File: config.mk
export PLATFORM = sky130hd
export DESIGN_NAME = tff_chain_decoder
export DESIGN_NICKNAME = d
export VERILOG_FILES = /design/src/rtl/tff_pkg.sv /design/src/rtl/tff_chain_diff.sv /design/src/rtl/tff_chain_decoder.sv
export SDC_FILE = /design/constraint.sdc
export NUM_CORES = 1
export LEC_CHECK = 0
export CORE_AREA = 2 2 79 81
export DETAILED_ROUTE_END_ITERATION = 12
export DIE_AREA = 0 0 81 83
export SLEW_MARGIN = 20
export SYNTH_ARGS = -nofsm -noshare
export SYNTH_HDL_FRONTEND = slang
export SYNTH_SLANG_ARGS = --single-unit
File: constraint.sdc
create_clock -name clk -period 2.01 [get_ports clk]
set_clock_uncertainty 0.15 [all_clocks]
set_input_delay 0.603 -clock clk [delete_from_list [all_inputs] [get_ports clk]]
set_output_delay 0.603 -clock clk [all_outputs]
set_load 0.03 [all_outputs]
File: src/rtl/tff_pkg.sv
// Shared constants, FSM state type and binomial-parity tap helper for the cascaded T-flip-flop line code.
// Combinational only; the encoder and decoder both use parity_binom to agree on XOR taps.
package tff_pkg;

  localparam int N_MAX = 4;
  localparam int W_MAX = 32;

  typedef enum logic {WARMUP, RUN} tff_dec_state_t;

  // binom(n,k) is odd exactly when the bits of k are a subset of the bits of n (Lucas).
  function automatic logic parity_binom(input int n, input int k);
    return ((k & ~n) == 0);
  endfunction

endpackage

File: src/rtl/tff_chain_diff.sv
// N-th order XOR difference of the sampled line: undoes N cascaded T stages.
// One registered bit out per clk, one cycle after tq; no backpressure.
module tff_chain_diff
  import tff_pkg::*;
#(
  parameter int N = 2
) (
  input  logic clk,
  input  logic rst,
  input  logic tq,
  output logic dec
);

  logic [N-1:0] r_hist;
  logic         r_dec;
  logic         w_diff;

  // r_hist[k-1] holds tq from k cycles ago.
  always_comb begin
    w_diff = tq;
    for (int k = 1; k <= N; k++) begin
      if (parity_binom(N, k)) w_diff = w_diff ^ r_hist[k-1];
    end
  end

  always_ff @(posedge clk or negedge rst) begin
    if (!rst) begin
      r_hist <= '0;
      r_dec  <= 1'b0;
    end else begin
      r_hist[0] <= tq;
      for (int k = 1; k < N; k++) r_hist[k] <= r_hist[k-1];
      r_dec <= w_diff;
    end
  end

  assign dec = r_dec;

endmodule

File: src/rtl/tff_chain_decoder.sv
// Decodes the T-chain line code and packs bits LSB-first into W-bit words on a valid/ready port.
// Encoder data of cycle c is decoded in cycle c+N+1; a word completing while the port is full is dropped (sticky overflow).
module tff_chain_decoder
  import tff_pkg::*;
#(
  parameter int N = 2,
  parameter int W = 8
) (
  input  logic         clk,
  input  logic         rst,
  input  logic         tq,
  input  logic         align,
  input  logic         clr_ovf,
  output logic [W-1:0] out_data,
  output logic         out_valid,
  input  logic         out_ready,
  output logic         overflow
);

  localparam int              WCW       = $clog2(N_MAX + 1);
  localparam int              BCW       = $clog2(W_MAX);
  localparam logic [WCW-1:0]  WARM_LAST = WCW'(N);
  localparam logic [BCW-1:0]  BIT_LAST  = BCW'(W - 1);

  tff_dec_state_t r_state, w_state_nxt;
  logic [WCW-1:0] r_warm;
  logic [BCW-1:0] r_bitcnt;
  logic [W-1:0]   r_shreg;
  logic [W-1:0]   w_word;
  logic [W-1:0]   r_out_data;
  logic           r_out_valid;
  logic           r_overflow;
  logic           w_dec;
  logic           w_run;
  logic           w_complete;
  logic           w_accept;
  logic           w_room;

  tff_chain_diff #(.N(N)) u_diff (
    .clk (clk),
    .rst (rst),
    .tq  (tq),
    .dec (w_dec)
  );

  // The decode pipeline holds stale bits for the first N+1 cycles after reset.
  always_ff @(posedge clk or negedge rst) begin
    if (!rst) begin
      r_state <= WARMUP;
      r_warm  <= '0;
    end else begin
      r_state <= w_state_nxt;
      if (r_state == WARMUP) r_warm <= r_warm + 1'b1;
    end
  end

  always_comb begin
    w_state_nxt = r_state;
    if (r_state == WARMUP && r_warm == WARM_LAST) w_state_nxt = RUN;
  end

  assign w_run      = (r_state == RUN);
  assign w_complete = w_run && (r_bitcnt == BIT_LAST);
  assign w_accept   = r_out_valid && out_ready;
  assign w_room     = !r_out_valid || out_ready;

  always_comb begin
    w_word = r_shreg;
    for (int i = 0; i < W; i++) begin
      if (r_bitcnt == BCW'(i)) w_word[i] = w_dec;
    end
  end

  always_ff @(posedge clk or negedge rst) begin
    if (!rst) begin
      r_bitcnt <= '0;
      r_shreg  <= '0;
    end else if (w_run) begin
      if (w_complete || align) begin
        r_bitcnt <= '0;
        r_shreg  <= '0;
      end else begin
        r_bitcnt <= r_bitcnt + 1'b1;
        r_shreg  <= w_word;
      end
    end
  end

  // Completion into a free (or simultaneously drained) slot wins over plain acceptance.
  always_ff @(posedge clk or negedge rst) begin
    if (!rst) begin
      r_out_data  <= '0;
      r_out_valid <= 1'b0;
      r_overflow  <= 1'b0;
    end else begin
      if (w_complete && w_room) begin
        r_out_data  <= w_word;
        r_out_valid <= 1'b1;
      end else if (w_accept) begin
        r_out_valid <= 1'b0;
      end
      if (w_complete && !w_room) r_overflow <= 1'b1;
      else if (clr_ovf)          r_overflow <= 1'b0;
    end
  end

  assign out_data  = r_out_data;
  assign out_valid = r_out_valid;
  assign overflow  = r_overflow;

endmodule

==> impl_metrics.env, run 1 <==
export IMPL_cp_start_kind="register"
export IMPL_antenna_found_initial=0
export IMPL_wl_per_cell_um=11.8
export IMPL_powerDensity_mw_per_mm2=832
export IMPL_final_setup_tns_ns=0
export IMPL_critical_path_max_stage_delay_ns=0.43
export IMPL_yosys_warnings=0
export IMPL_crit_required_ns=2.06
export IMPL_finalSetupViolCount=0
export IMPL_diodes=0
export IMPL_rrSetupSlack_ns=0.19
export IMPL_die_y_um=83
export IMPL_yosys_area_top_type="dfrtp_1"
export IMPL_relSlewSlack_pct=72.0
export IMPL_peakVddDrop_mv=0.461
export IMPL_worstPathArrival_ns=1.87
export IMPL_h_tree_depth=2
export IMPL_cp_cell_sequence="ha_1 -> and4bb_4 -> or2_1 -> o31ai_4"
export IMPL_final_common_cell="dfrtp_1"
export IMPL_post_route_min_period_ns=1.82
export IMPL_drcViolationCount=0
export IMPL_num_vias=867
export IMPL_start_util_pct=24.3
export IMPL_synth_cell_types=30
export IMPL_gr_total_overflow=0
export IMPL_finalWirelength_um=2470
export IMPL_worst_pin_slew_ns=0.415
export IMPL_drive_gt1_share_pct=15.6
export IMPL_clock_root_buffer="clkbuf_8"
export IMPL_hold_class="reg -> reg"
export IMPL_grt_pass1_wl_um=4500
export IMPL_die_x_um=81
export IMPL_synth_net_count=126
export IMPL_cp_end_kind="register"
export IMPL_synth_area_leaders="dfrtp_1 (51%), mux2i_1 (11%), ha_1 (5.3%)"
export IMPL_nets=146
export IMPL_grt_start_max_net_pins=30
export IMPL_num_io_pins=16
export IMPL_clk_path_buf_depth=2
export IMPL_numCtsBuffers=5
export IMPL_ys_seq_area_share_pct=51.3
export IMPL_slew_viol_final=0
export IMPL_status="finished, final reports clean"
export IMPL_max_freq_mhz=550
export IMPL_worst_setup_path_type="reg -> reg"
export IMPL_port_buffers=15
export IMPL_post_cts_buffers=0
export IMPL_first_global_vias=872
export IMPL_dr_first_iter_drc_count=63
export IMPL_mostFrequentLayoutCells="dfrtp_1 (29), mux2i_1 (15), inv_1 (14), dlygate4sd2_1 (10)"
export IMPL_grt_usage_pct=8.79
export IMPL_synth_top_area_share_pct=51.3
export IMPL_cts_tree="done"
export IMPL_gp_congestion=0.759
export IMPL_clkSinkCount=29
export IMPL_max_cap_violations=0
export IMPL_drt_vias_per_instance=4.13
export IMPL_hold_viol=0
export IMPL_worstSkewPairLatency_ns=0.28
export IMPL_antenna_left=0
export IMPL_postSynthAreaPerCell_sq_um=12.4
export IMPL_slowest_stage="dfrtp_1"
export IMPL_rows=28
export IMPL_final_cell_area_sq_mm=0.00173
export IMPL_dieArea_sq_mm=0.00672
export IMPL_timing_final_crit_share_pct=90.5
export IMPL_cts_clk_slew_worst_paths_ns=0.07
export IMPL_detail_route_first_pass_iterations=3
export IMPL_p_leak_nw=0.815
export IMPL_core_area_sq_mm=0.00582
export IMPL_cp_max_fo=10
export IMPL_cts_hold_buffers=0
export IMPL_placed_cell_area_sq_mm=0.00164
export IMPL_synth_seq_cells=29
export IMPL_dp_hpwl_um=1750
export IMPL_ctsResizeCount=10
export IMPL_syn_inst=114
export IMPL_area_growth_pct=22.1
export IMPL_grt_setup_unrepaired="false"
export IMPL_synth_cell_area_sq_mm=0.00142
metrics by stage:
step	util (%)	std cells	power, mW	worst slack, ns	hold WS (ns)
5_1_grt	29.7	210	1.51	0.0297	0.218
2_1_floorplan	-	114	0.833	0.354	0.157
6_report	29.7	210	1.44	0.192	0.201
4_1_cts	29.7	210	1.46	0.184	0.200
3_3_place_gp	28.2	202	0.949	-0.0695	0.185
3_5_place_dp	28.2	202	0.951	-0.0754	0.186
power breakdown:
group          switching (mW)  total [mW]  internal [mW]
combinational           0.148       0.240         0.0920
clock                   0.222       0.531          0.309
sequential             0.0325       0.667          0.634
state kept, by name, indices dropped and copies added, names as in the netlist:
name / count
out_data: 8
out_valid: 1
overflow: 1
r_bitcnt: 5
r_shreg: 7
r_state: 1
r_warm: 3
u_diff.dec: 1
u_diff.r_hist: 2
cell type report:
class / instances / area (sq um)
multi-input combinational: 64 / 579
fill: 625 / 4090
timing repair buffer: 20 / 175
tap: 75 / 93.8
clock buffer: 7 / 96.3
sequential: 29 / 726
inverter: 14 / 52.6
clock inverter: 1 / 5.00
layer usage:
metal	track usage, %	part of all wire, %	vias to the layer above	wire (um)
met4	5.08	2.7	0	66
met5	0	0	-	0
met1	11.9	48	417	1180
li1	-	-	432	-
met3	3.59	5.2	7	129
met2	11.6	45	11	1100
worst max-delay path: cells and delay by family (launching register included):
family | cells | cell delay, ns
AND/OR/NAND/NOR | 2 | 0.62
adder cells (fa/ha/maj) | 1 | 0.28
flip-flops | 1 | 0.43
AO/OA/AOI/OAI | 1 | 0.26
final timing paths:
path,from,to,depth (start not counted)
hold reg to reg,u_diff.r_hist[0],u_diff.r_hist[1],0
min in group asynchronous,rst,r_warm[2],2
setup / recovery,r_bitcnt[0],r_bitcnt[3],4
hold / removal,u_diff.r_hist[0],u_diff.r_hist[1],0
max in group asynchronous,rst,r_shreg[0],2
setup reg to reg,r_bitcnt[0],r_bitcnt[3],4
cell usage after synthesis:
master / instances
nor2b_1: 1
nand2b_1: 2
a31oi_1: 2
o31ai_4: 1
or2b_2: 1
buf_6: 3
nand2_1: 3
clkbuf_1: 2
o31ai_1: 1
and4bb_4: 1
xor2_1: 1
xnor2_1: 2
buf_2: 1
nor2_1: 1
ha_1: 6
dfrtp_1: 29
a21o_1: 1
inv_1: 14
clkdlybuf4s50_2: 1
a21oi_1: 1
mux2_4: 1
o2bb2ai_1: 7
or2_1: 1
o21ai_0: 4
and4bb_2: 3
mux2i_1: 15
nand3_1: 2
o22ai_1: 2
nand3_4: 1
nor4b_1: 4
kinds of logic after synthesis:
family	share of synthesized area (%)
AO/OA/AOI/OAI	10.4
XOR/XNOR	1.86
adder cells (fa/ha/maj)	5.30
buffers and inverters	7.78
flip-flops	51.3
multiplexers	11.7
AND/OR/NAND/NOR	11.7
No activity file was read; power rests on OpenSTA's default activity.
==> inputs of run 2 (changes only) <==
--- a/config.mk
+++ b/config.mk
@@ -5,10 +5,10 @@
 export SDC_FILE = /design/constraint.sdc
 export NUM_CORES = 1
 export LEC_CHECK = 0
-export CORE_AREA = 2 2 79 81
+export CORE_AREA = 2 2 80 82
 export DETAILED_ROUTE_END_ITERATION = 12
-export DIE_AREA = 0 0 81 83
-export SLEW_MARGIN = 20
+export DIE_AREA = 0 0 82 84
 export SYNTH_ARGS = -nofsm -noshare
 export SYNTH_HDL_FRONTEND = slang
+export SYNTH_HIERARCHICAL = 1
 export SYNTH_SLANG_ARGS = --single-unit
==> run 2 against run 1 <==
  * First-iteration DRC count shrank 4.8%
  * Worst hold slack lost 0.00095 ns
  * Register-to-register slack gained 0.03 ns
  * Maximum frequency grew 1.6%
  * Sequential power is essentially flat
  * Sequential share of layout area shrank 2.6 points
  * Clock power shrank 1%
  * Wire length grew 2.5%
  * Synthesized area grew 4.6%
  * Critical path type is now reg -> out
  * Largest power group unchanged
==> impl_metrics.env, run 2 <==
export IMPL_status="finished, final reports clean"
export IMPL_cts_hold_buffers=0
export IMPL_port_buffers=15
export IMPL_post_synth_top_count_cell="dfrtp_1"
export IMPL_peakVddDrop_mv=0.280
export IMPL_post_route_util_pct=30.2
export IMPL_worst_setup_path_type="reg -> out"
export IMPL_clk_path_buf_depth=2
export IMPL_ys_seq_area_share_pct=49.0
export IMPL_syn_inst=120
export IMPL_cp_start_kind="register"
export IMPL_synth_ff_type="dfrtp_1"
export IMPL_clock_root_buffer="clkbuf_8"
export IMPL_slowest_stage="dlygate4sd2_1"
export IMPL_clkSinkCount=29
export IMPL_crit_family="buffers and inverters"
export IMPL_drcViolationCount=0
export IMPL_antenna_found_initial=0
export IMPL_die_y_um=84
export IMPL_finalSetupViolCount=0
export IMPL_gr_total_overflow=0
export IMPL_drive_gt1_share_pct=24.1
export IMPL_hold_class="reg -> reg"
export IMPL_hold_viol=0
export IMPL_synth_area_leaders="dfrtp_1 (49%), mux2i_1 (10%), o22ai_2 (6.8%)"
export IMPL_synth_edf_count=0
export IMPL_synth_seq_cells=29
export IMPL_dr_first_iter_drc_count=60
export IMPL_detail_route_first_pass_iterations=3
export IMPL_dieArea_sq_mm=0.00689
export IMPL_final_common_cell="dfrtp_1"
export IMPL_synth_commonest_cells="dfrtp_1 (29), inv_1 (21), mux2i_1 (15)"
export IMPL_first_global_vias=928
export IMPL_post_cts_buffers=0
export IMPL_rows=29
export IMPL_wl_per_cell_um=11.4
export IMPL_instances_no_fill=222
export IMPL_diodes=0
export IMPL_grt_setup_unrepaired="false"
export IMPL_largest_reg_flops=8
export IMPL_synth_net_count=132
export IMPL_synth_top_area_share_pct=49.0
export IMPL_numCtsBuffers=5
export IMPL_postSynthAreaPerCell_sq_um=12.3
export IMPL_dp_hpwl_um=1770
export IMPL_worstPathArrival_ns=1.04
export IMPL_finalWirelength_um=2540
export IMPL_synth_cell_area_sq_mm=0.00148
export IMPL_p_leak_nw=0.856
export IMPL_synthArstFlopShare_pct=100
export IMPL_relSlewSlack_pct=74.4
export IMPL_mostFrequentLayoutCells="dfrtp_1 (29), inv_1 (21), mux2i_1 (15), dlygate4sd2_1 (10), buf_4 (9)"
export IMPL_path_buf_inv=1
export IMPL_die_x_um=82
export IMPL_h_tree_depth=2
export IMPL_timing_final_crit_share_pct=89.1
export IMPL_cp_end_kind="primary output"
export IMPL_drt_vias_per_instance=4.01
export IMPL_grt_start_max_net_pins=30
export IMPL_cts_tree="done"
export IMPL_num_vias=891
export IMPL_antenna_left=0
export IMPL_final_setup_tns_ns=0
export IMPL_post_route_min_period_ns=1.79
export IMPL_core_area_sq_mm=0.00610
export IMPL_start_util_pct=24.3
export IMPL_powerDensity_mw_per_mm2=784
export IMPL_cts_clk_slew_worst_paths_ns=0.06
export IMPL_hold_slack_ns=0.201
export IMPL_slew_viol_final=0
export IMPL_synth_cell_types=28
export IMPL_grt_usage_pct=8.42
export IMPL_cp_max_fo=2
export IMPL_yosys_area_top_type="dfrtp_1"
export IMPL_cp_cell_sequence="dlygate4sd2_1"
export IMPL_grt_pass1_wl_um=4330
export IMPL_yosys_warnings=6
export IMPL_worstSkewPairLatency_ns=0.28
export IMPL_num_io_pins=16
export IMPL_area_growth_pct=24.5
export IMPL_crit_required_ns=1.26
export IMPL_critical_path_max_stage_delay_ns=0.40
export IMPL_max_freq_mhz=558
export IMPL_max_cap_violations=0
export IMPL_gp_congestion=0.689
export IMPL_worst_pin_slew_ns=0.383
export IMPL_nets=156
export IMPL_placed_cells=214
export IMPL_ctsResizeCount=10
==> run 2: per-stage QoR <==
step / total power [mW] / setup slack [ns] / cell area (sq um)
CTS: 1.48 / 0.191 / 1840
global placement: 0.963 / 0.0440 / 1750
detailed placement: 0.965 / 0.0399 / 1750
global route: 1.52 / 0.139 / 1840
finish: 1.45 / 0.219 / 1840
floorplan: 0.843 / 0.321 / 1480
==> run 2: path summary, 6_finish.rpt <==
kind                             startpoint               end  slack, ns  depth (start not counted)
max reg2reg                     r_bitcnt[0]       r_bitcnt[0]       0.22                          5
max                             out_data[0]       out_data[0]       0.22                          1
min reg2reg                u_diff/r_hist[0]  u_diff/r_hist[1]       0.20                          0
min                        u_diff/r_hist[0]  u_diff/r_hist[1]       0.20                          0
max in group asynchronous               rst       out_data[3]       0.88                          2
min in group asynchronous               rst       out_data[5]       0.56                          2
==> run 2: report_power, final <==
part           internal (mW)  total (mW)  switching, mW
clock network          0.309       0.525          0.216
logic                  0.102       0.257          0.155
registers              0.634       0.664         0.0295
total                   1.04        1.45          0.401
==> run 2: logic make-up after synthesis <==
logic type | after synthesis | synth area share, %
xor gates and xnor gates | 3 | 1.78
buffers and inverters | 28 | 8.03
muxes | 17 | 12.4
adders and majority gates | 6 | 5.07
DFF | 29 | 49.0
AOI/OAI and AO/OA | 16 | 10.1
and+or+nand+nor | 21 | 13.5
==> run 2: per-layer routing <==
layer / GRT usage [%] / vias up / share of wire [%]
met2: 12.6 / 17 / 45
li1: - / 451 / -
met4: 4.55 / 0 / 1.9
met3: 3.35 / 7 / 5.4
met1: 10.1 / 416 / 47
met5: 0 / - / 0
==> run 2: area by class of cell <==
type | instances | area (sq um)
clock buffers | 7 | 96.3
clock inverters | 1 | 5.00
fillers | 625 | 4250
inverters | 21 | 78.8
multi-input cells | 63 | 636
flip-flops and latches | 29 | 726
well taps | 77 | 96.3
repair buffers | 24 | 205
